===== config.mk =====
export PLATFORM = sky130hd
export DESIGN_NAME = hazard_fwd_ctrl
export DESIGN_NICKNAME = d
export VERILOG_FILES = /design/src/rtl/hazard_fwd_ctrl.sv
export SDC_FILE = /design/constraint.sdc
export NUM_CORES = 1
export LEC_CHECK = 0
export CAP_MARGIN = 30
export CORE_ASPECT_RATIO = 1.4
export CORE_MARGIN = 4
export CORE_UTILIZATION = 39
export DETAILED_ROUTE_END_ITERATION = 12
export GPL_TIMING_DRIVEN = 0
export HOLD_SLACK_MARGIN = 0.08
export PLACE_DENSITY_LB_ADDON = 0.2
export RECOVER_POWER = 50
export SYNTH_ARGS = -nofsm -noshare
export SYNTH_HDL_FRONTEND = slang
export SYNTH_SLANG_ARGS = --single-unit

===== constraint.sdc =====
create_clock -name clk -period 2.53 [get_ports clk]
set_input_delay 0.253 -clock clk [delete_from_list [all_inputs] [get_ports clk]]
set_output_delay 0.253 -clock clk [all_outputs]
set_load 0.02 [all_outputs]

===== src/rtl/hazard_fwd_ctrl.sv =====
// Hazard and forwarding controller for the 5-stage 16-bit core: operand-forward selects,
// load-use stall/bubble, taken-branch squash, HALT drain sequencing and saturating perf counters.
//
// state    | meaning
// ---------+-----------------------------------------------------------------
// S_RUN    | normal issue; ID may advance into EX
// S_DRAIN  | HALT has left ID; IF/ID held while it walks down to WB
// S_HALTED | HALT retired; front end held until rst
module hazard_fwd_ctrl #(
   parameter int REGW         = 3,
   parameter int CNTW         = 16,
   parameter int DRAIN_CYCLES = 3
) (
   input  logic            clk,
   input  logic            rst,
   input  logic            id_valid,
   input  logic [REGW-1:0] id_srcA,
   input  logic            id_srcA_valid,
   input  logic [REGW-1:0] id_srcB,
   input  logic            id_srcB_valid,
   input  logic [REGW-1:0] id_rd,
   input  logic            id_rd_valid,
   input  logic            id_is_load,
   input  logic            id_is_halt,
   input  logic            ex_branch_taken,
   output logic [1:0]      forwardA,
   output logic [1:0]      forwardB,
   output logic            stall_if_id,
   output logic            bubble_id_ex,
   output logic            flush_if_id,
   output logic            halt_done,
   output logic [CNTW-1:0] stall_count,
   output logic [CNTW-1:0] flush_count
);

   localparam int DCW = (DRAIN_CYCLES > 1) ? $clog2(DRAIN_CYCLES) : 1;

   localparam logic [1:0] FWD_RF  = 2'b00;
   localparam logic [1:0] FWD_MEM = 2'b01;
   localparam logic [1:0] FWD_EX  = 2'b10;

   typedef enum logic [1:0] {
      S_RUN,
      S_DRAIN,
      S_HALTED
   } state_t;

   state_t           state;
   state_t           state_nxt;
   logic [DCW-1:0]   drain_cnt;
   logic [DCW-1:0]   drain_cnt_nxt;

   // WB retires through a write-through regfile, so only EX and MEM entries are consulted.
   logic             ex_v;
   logic             ex_ld;
   logic [REGW-1:0]  ex_rd;
   logic             mem_v;
   logic [REGW-1:0]  mem_rd;

   logic [1:0]       fwd_a;
   logic [1:0]       fwd_b;
   logic [1:0]       fwd_a_nxt;
   logic [1:0]       fwd_b_nxt;

   logic             in_run;
   logic             flush;
   logic             hit_a;
   logic             hit_b;
   logic             load_use;
   logic             stall;
   logic             advance;

   function automatic logic [1:0] fwd_sel(
      input logic            src_valid,
      input logic [REGW-1:0] src,
      input logic            e_v,
      input logic [REGW-1:0] e_rd,
      input logic            e_ld,
      input logic            m_v,
      input logic [REGW-1:0] m_rd
   );
      logic [1:0] sel;
      sel = FWD_RF;
      if (src_valid) begin
         if (e_v && (e_rd == src) && !e_ld) begin
            sel = FWD_EX;
         end else if (m_v && (m_rd == src)) begin
            sel = FWD_MEM;
         end
      end
      return sel;
   endfunction

   always_comb begin
      in_run   = (state == S_RUN);
      flush    = ex_branch_taken;
      hit_a    = id_srcA_valid && (id_srcA == ex_rd);
      hit_b    = id_srcB_valid && (id_srcB == ex_rd);
      load_use = id_valid && in_run && ex_v && ex_ld && (hit_a || hit_b);
      // A redirect releases the front end, overriding both load-use and drain holds.
      stall    = (state == S_HALTED) || (!flush && (load_use || (state == S_DRAIN)));
      advance  = id_valid && in_run && !stall && !flush;
   end

   always_comb begin
      fwd_a_nxt = FWD_RF;
      fwd_b_nxt = FWD_RF;
      if (advance) begin
         fwd_a_nxt = fwd_sel(id_srcA_valid, id_srcA, ex_v, ex_rd, ex_ld, mem_v, mem_rd);
         fwd_b_nxt = fwd_sel(id_srcB_valid, id_srcB, ex_v, ex_rd, ex_ld, mem_v, mem_rd);
      end
   end

   always_comb begin
      state_nxt     = state;
      drain_cnt_nxt = drain_cnt;
      case (state)
         S_RUN: begin
            if (advance && id_is_halt) begin
               state_nxt     = S_DRAIN;
               drain_cnt_nxt = DCW'(DRAIN_CYCLES - 1);
            end
         end
         S_DRAIN: begin
            // A taken branch ahead of the HALT means the HALT was on the wrong path.
            if (flush) begin
               state_nxt = S_RUN;
            end else if (drain_cnt == '0) begin
               state_nxt = S_HALTED;
            end else begin
               drain_cnt_nxt = drain_cnt - DCW'(1);
            end
         end
         S_HALTED: begin
            state_nxt = S_HALTED;
         end
         default: begin
            state_nxt = S_RUN;
         end
      endcase
   end

   always_ff @(posedge clk) begin
      if (rst) begin
         state     <= S_RUN;
         drain_cnt <= '0;
      end else begin
         state     <= state_nxt;
         drain_cnt <= drain_cnt_nxt;
      end
   end

   always_ff @(posedge clk) begin
      if (rst) begin
         ex_v   <= 1'b0;
         ex_ld  <= 1'b0;
         ex_rd  <= '0;
         mem_v  <= 1'b0;
         mem_rd <= '0;
         fwd_a  <= FWD_RF;
         fwd_b  <= FWD_RF;
      end else begin
         mem_v  <= ex_v;
         mem_rd <= ex_rd;
         if (advance) begin
            ex_v  <= id_rd_valid;
            ex_ld <= id_is_load;
            ex_rd <= id_rd;
         end else begin
            ex_v  <= 1'b0;
            ex_ld <= 1'b0;
            ex_rd <= '0;
         end
         fwd_a <= fwd_a_nxt;
         fwd_b <= fwd_b_nxt;
      end
   end

   always_ff @(posedge clk) begin
      if (rst) begin
         stall_count <= '0;
         flush_count <= '0;
      end else begin
         if (load_use && !flush && (stall_count != '1)) begin
            stall_count <= stall_count + CNTW'(1);
         end
         if (flush && (flush_count != '1)) begin
            flush_count <= flush_count + CNTW'(1);
         end
      end
   end

   assign forwardA     = fwd_a;
   assign forwardB     = fwd_b;
   assign stall_if_id  = stall;
   assign bubble_id_ex = load_use || flush;
   assign flush_if_id  = flush;
   assign halt_done    = (state == S_HALTED);

endmodule


# --- After elaboration in Yosys (flattened, before gate mapping) ---
# Cells that the tools add are included.
classes:
  n_reduce_logical: 36
  bitwise: 3
  mux: 12
  addsub: 3
  n_eq_ne: 14
op_table:
  columns: ["op", "n"]
  rows:
  - ["16-bit by 1-bit adder with 16-bit output, second input constant", 2]
  - ["16-bit != test, second input constant", 2]
  - ["1-bit logical AND", 19]
  - ["3-bit equality test", 6]
  - ["2-bit two-way mux", 8]
  - ["4-bit OR reduction", 2]
  - ["2-bit one-hot mux with 3 select lines", 1]
  - ["3-bit OR reduction", 2]
  - ["2-bit logical NOT", 2]
  - ["1-bit logical OR", 4]
  - ["2-bit != test, second input constant", 2]
  - ["2-bit one-hot mux with 2 select lines", 1]
  - ["4-bit AND reduction", 1]
  - ["1-bit logical NOT", 3]
  - ["3-bit by 2-bit != test with 1-bit output, second input constant", 1]
  - ["1-bit NOT", 3]
  - ["2-bit by 1-bit equality test with 1-bit output, second input constant", 1]
  - ["2-bit equality test, second input constant", 1]
  - ["1-bit two-way mux", 2]
  - ["2-bit by 1-bit != test with 1-bit output, second input constant", 1]
  - ["2-bit AND reduction", 1]
  - ["2-bit nonzero test", 1]
  - ["2-bit OR reduction", 1]
  - ["2-bit by 1-bit subtractor with 2-bit output, second input constant", 1]
totals:
  regBits: 49
  elab_cells: 81
  in_bits: 18

# --- Logic depth before layout (Yosys ltp) ---
depth:
  ltp_word: 14
  ltp_mapped: 7
  depth_no_buf: 7

# --- Worst setup path after synthesis ---
# No wires, ideal clock.
synth_timing:
  path_kind: "flip-flop to flip-flop"
  from: "register stall_count[0]"
  to: "register stall_count[1]"
  path_stages_with_launch: 8
  setup_slack_ns: 0.448
  period_less_slack_ns: 2.082
  arrival_time_ns: 1.954
  setup_time_ns: 0.128
  path_buffers: 1
  path_cell_list: "dfxtp_1 -> ha_1 -> nand4_1 -> or4_1 -> o211ai_2 -> buf_4 -> mux2i_1 -> nor2_1"
synth_between:
  elab_chain_cells: 2
synth_lines:
  columns: ["item", "line", "rtl"]
  rows:
  - ["from (decl)", "32", "output logic [CNTW-1:0] stall_count,"]
  - ["from (signal assigned)", "185", "stall_count <= stall_count + CNTW'(1);"]
  - ["branches (longest 2 deep; another with 16-bit by 1-bit adder with 16-bit output)", null, null]
# Several ways; the timed one is not identified.
# A chain may end at the register's enable or synchronous reset.

# --- Worst setup path in the final report ---
layout_timing:
  from: "input port id_srcA[2]"
  to: "output port bubble_id_ex"
layout_between:
  elab_chain_cells: 5
layout_lines:
  columns: ["item", "line", "rtl"]
  rows:
  - ["from (decl)", "17", "input logic [REGW-1:0] id_srcA,"]
  - ["3-bit equality test", "97", "hit_a = id_srcA_valid && (id_srcA == ex_rd);"]
  - ["1-bit logical AND", "97", null]
  - ["1-bit logical OR", "99", "load_use = id_valid && in_run && ex_v && ex_ld && (hit_a || hit_b);"]
  - ["1-bit logical AND", "99", null]
  - ["1-bit logical OR", "196", "assign bubble_id_ex = load_use || flush;"]
  - ["to (decl)", "29", "output logic bubble_id_ex,"]
# Every way passes these cells.

==> results.ini <==
[cells_and_area]
num_antenna_cells=0
fillers=593
final_area_um2=3170
area_growth_pct=31.2
multiInputGateArea_um2=1350
drive_above_1_share=0.0731
fin_nets=362
register_area_um2=981

[detailed_routing]
num_vias=2205
routedWlPerCell_um=13.6
drt_iter0_markers=113
postRouteAntennaNets=0
drt-pass1-iter-count=4
wl_um=5600
drc=0
vias_per_cell=5.35

[global_routing]
grt_max_degree=15
grt_pass1_wl_um=9320
grt_busiest_layer=met2
grtUsageTotal=0.157
gr-usage-met2=0.268
met3_usage=0.0357
use_met1=0.182
antenna_found_initial=0
grt-ovfl-total=0
grt_pass1_vias=2161

[synth]
ys_warn_count=0
synth_edf_count=0
yosys_most_used_dff=dfxtp_1
netlist_instances=277
synth.distinct_cells=50
avgSynthCellArea_um2=8.72
synth_area_um2=2420
yosys-top-cells-count=49 x dfxtp_1, 33 x nor2_1, 18 x xor2_1
async_reset_ff_frac=0
synth-seq-area-share=0.406
synth_top_area_frac=0.406
syn_nets=298
ys_seq_elements=49
synth_most_common_cell=dfxtp_1
yosysTopAreaCell=dfxtp_1
synth.area.top_cells=dfxtp_1 41%, xor2_1 6.5%, nor2_1 5.1%, a21oi_1 2.9%, nand4_1 2.8%

[clocking]
cts_tree=done
cts_buffers=5
htreeDepth=2
clk_pin_slew_ns=0.08
clockBufferDepth=2
ctsHoldBuffers=0
cts_root_buf=clkbuf_8
clock_latency_ns=0.30
cts_sinks=49

[setup_path]
required_ns=2.28
worstSetupEndpointType=output port
critPathLaunchType=primary input
crit_fanout=7
rr_worst_depth=7
crit_type=primary input to output port
arrival_ns=2.04

[floorplan]
dieArea_um2=7540
die_x_um=74.5
core_area_um2=5950
num_rows=33
fp.dieH_um=101
initial_core_util=0.406
io_pins=58

[timing]
post-route-period-util=0.905
hold_viol_final=0
fin_skew_ns=0.00560
maxSlewViolCount=0
rsz0062_at_grt=no
hold_slack_ns=0.293
fmax_mhz=437
min_period_ns=2.29
setup_violations=0
worst_slew_pin_slew_ns=0.526
slew_headroom=0.650
tns_ns=0

[pwr]
powerDensity_nw_per_um2=448
power.leakage_nw=1.16
vdd_ir_drop_max_mv=0.290

[min_path]
min_path_cells=4
hp-class=primary input to register

[placement]
dp_hpwl_um=4180
placed_cell_area_um2=3050
gp_congestion=0.857
port_buffers=55

[job]
drv_cap=0

[run_status]
status=finished, final reports clean

flip-flops by register name (all words and copies together) (netlist names), 2 cells and up:
signal	cells
forwardB	2
stall_count	16
forwardA	2
mem_rd	3
state	2
drain_cnt	2
flush_count	16
ex_rd	3
final timing paths:
path,start,to,slack (ns)
max,id_srcA[2],bubble_id_ex,0.24
min,ex_branch_taken,state[1],0.29
max reg2reg,stall_count[0],stall_count[1],0.32
min reg2reg,mem_v,forwardB[0],0.47
critical path: stages:
cell	delay [ns]
clkdlybuf4s50_1	0.45
xor2_1	0.21
nor4b_4	0.34
o21a_2	0.26
a31o_2	0.17
dlygate4sd2_1	0.35
cell type report:
cell class	instances	share of cell area
multi-input combinational	210	0.427
sequential	49	0.309
timing repair buffer	57	0.178
clock buffer	7	0.0304
tap	70	0.0276
buffer	10	0.0170
inverter	8	0.00947
clock inverter	1	0.00158
through the flow:
stage          worst slack [ns]  power (mW)  std cells   util
3_3_place_gp             -0.225       0.937        402  0.514
5_1_grt                  0.0996        1.48        412  0.533
3_5_place_dp             -0.236       0.938        402  0.514
4_1_cts                   0.230        1.44        412  0.534
6_report                  0.239        1.42        412  0.533
2_1_floorplan             0.448       0.880        277      -
placed cells by master, fill, tap and decap left out, types with 6 or more instances in the layout:
cell type,n
inv_1,8
xor2_1,18
a21oi_1,14
nor3_1,10
and2_1,6
clkbuf_8,7
nand4_1,11
or3_1,7
nand2_1,16
clkbuf_1,6
dlygate4sd3_1,31
nor2_1,33
o21ai_0,11
nand3_1,13
clkdlybuf4s50_1,22
dfxtp_1,49
nor2b_1,6
per-layer routing:
metal,wire length [um],part of all wire
met1,2510,0.45
met2,2780,0.50
met3,216,0.039
met4,102,0.018
met5,0,0
cell families after synthesis:
family,count (synthesis),synth area share
buf+inv,18,0.0352
xor+xnor,22,0.0797
flops,49,0.406
fa+ha+maj,3,0.0155
simple gates,129,0.305
mux,5,0.0212
compound gates,51,0.138
power by group:
group | switching (mW) | internal [mW] | total (mW)
Clock | 0.254 | 0.248 | 0.501
Combinational | 0.0662 | 0.0607 | 0.127
Sequential | 0.0100 | 0.781 | 0.791
timing repair:
action | CTS | global route
setup buffers | 2 | 0
endpoints found under the hold margin | 0 | 0
gates resized for setup | 4 | 0
endpoints found under the setup margin | 2 | 0
(Power assumes the default switching activity.)
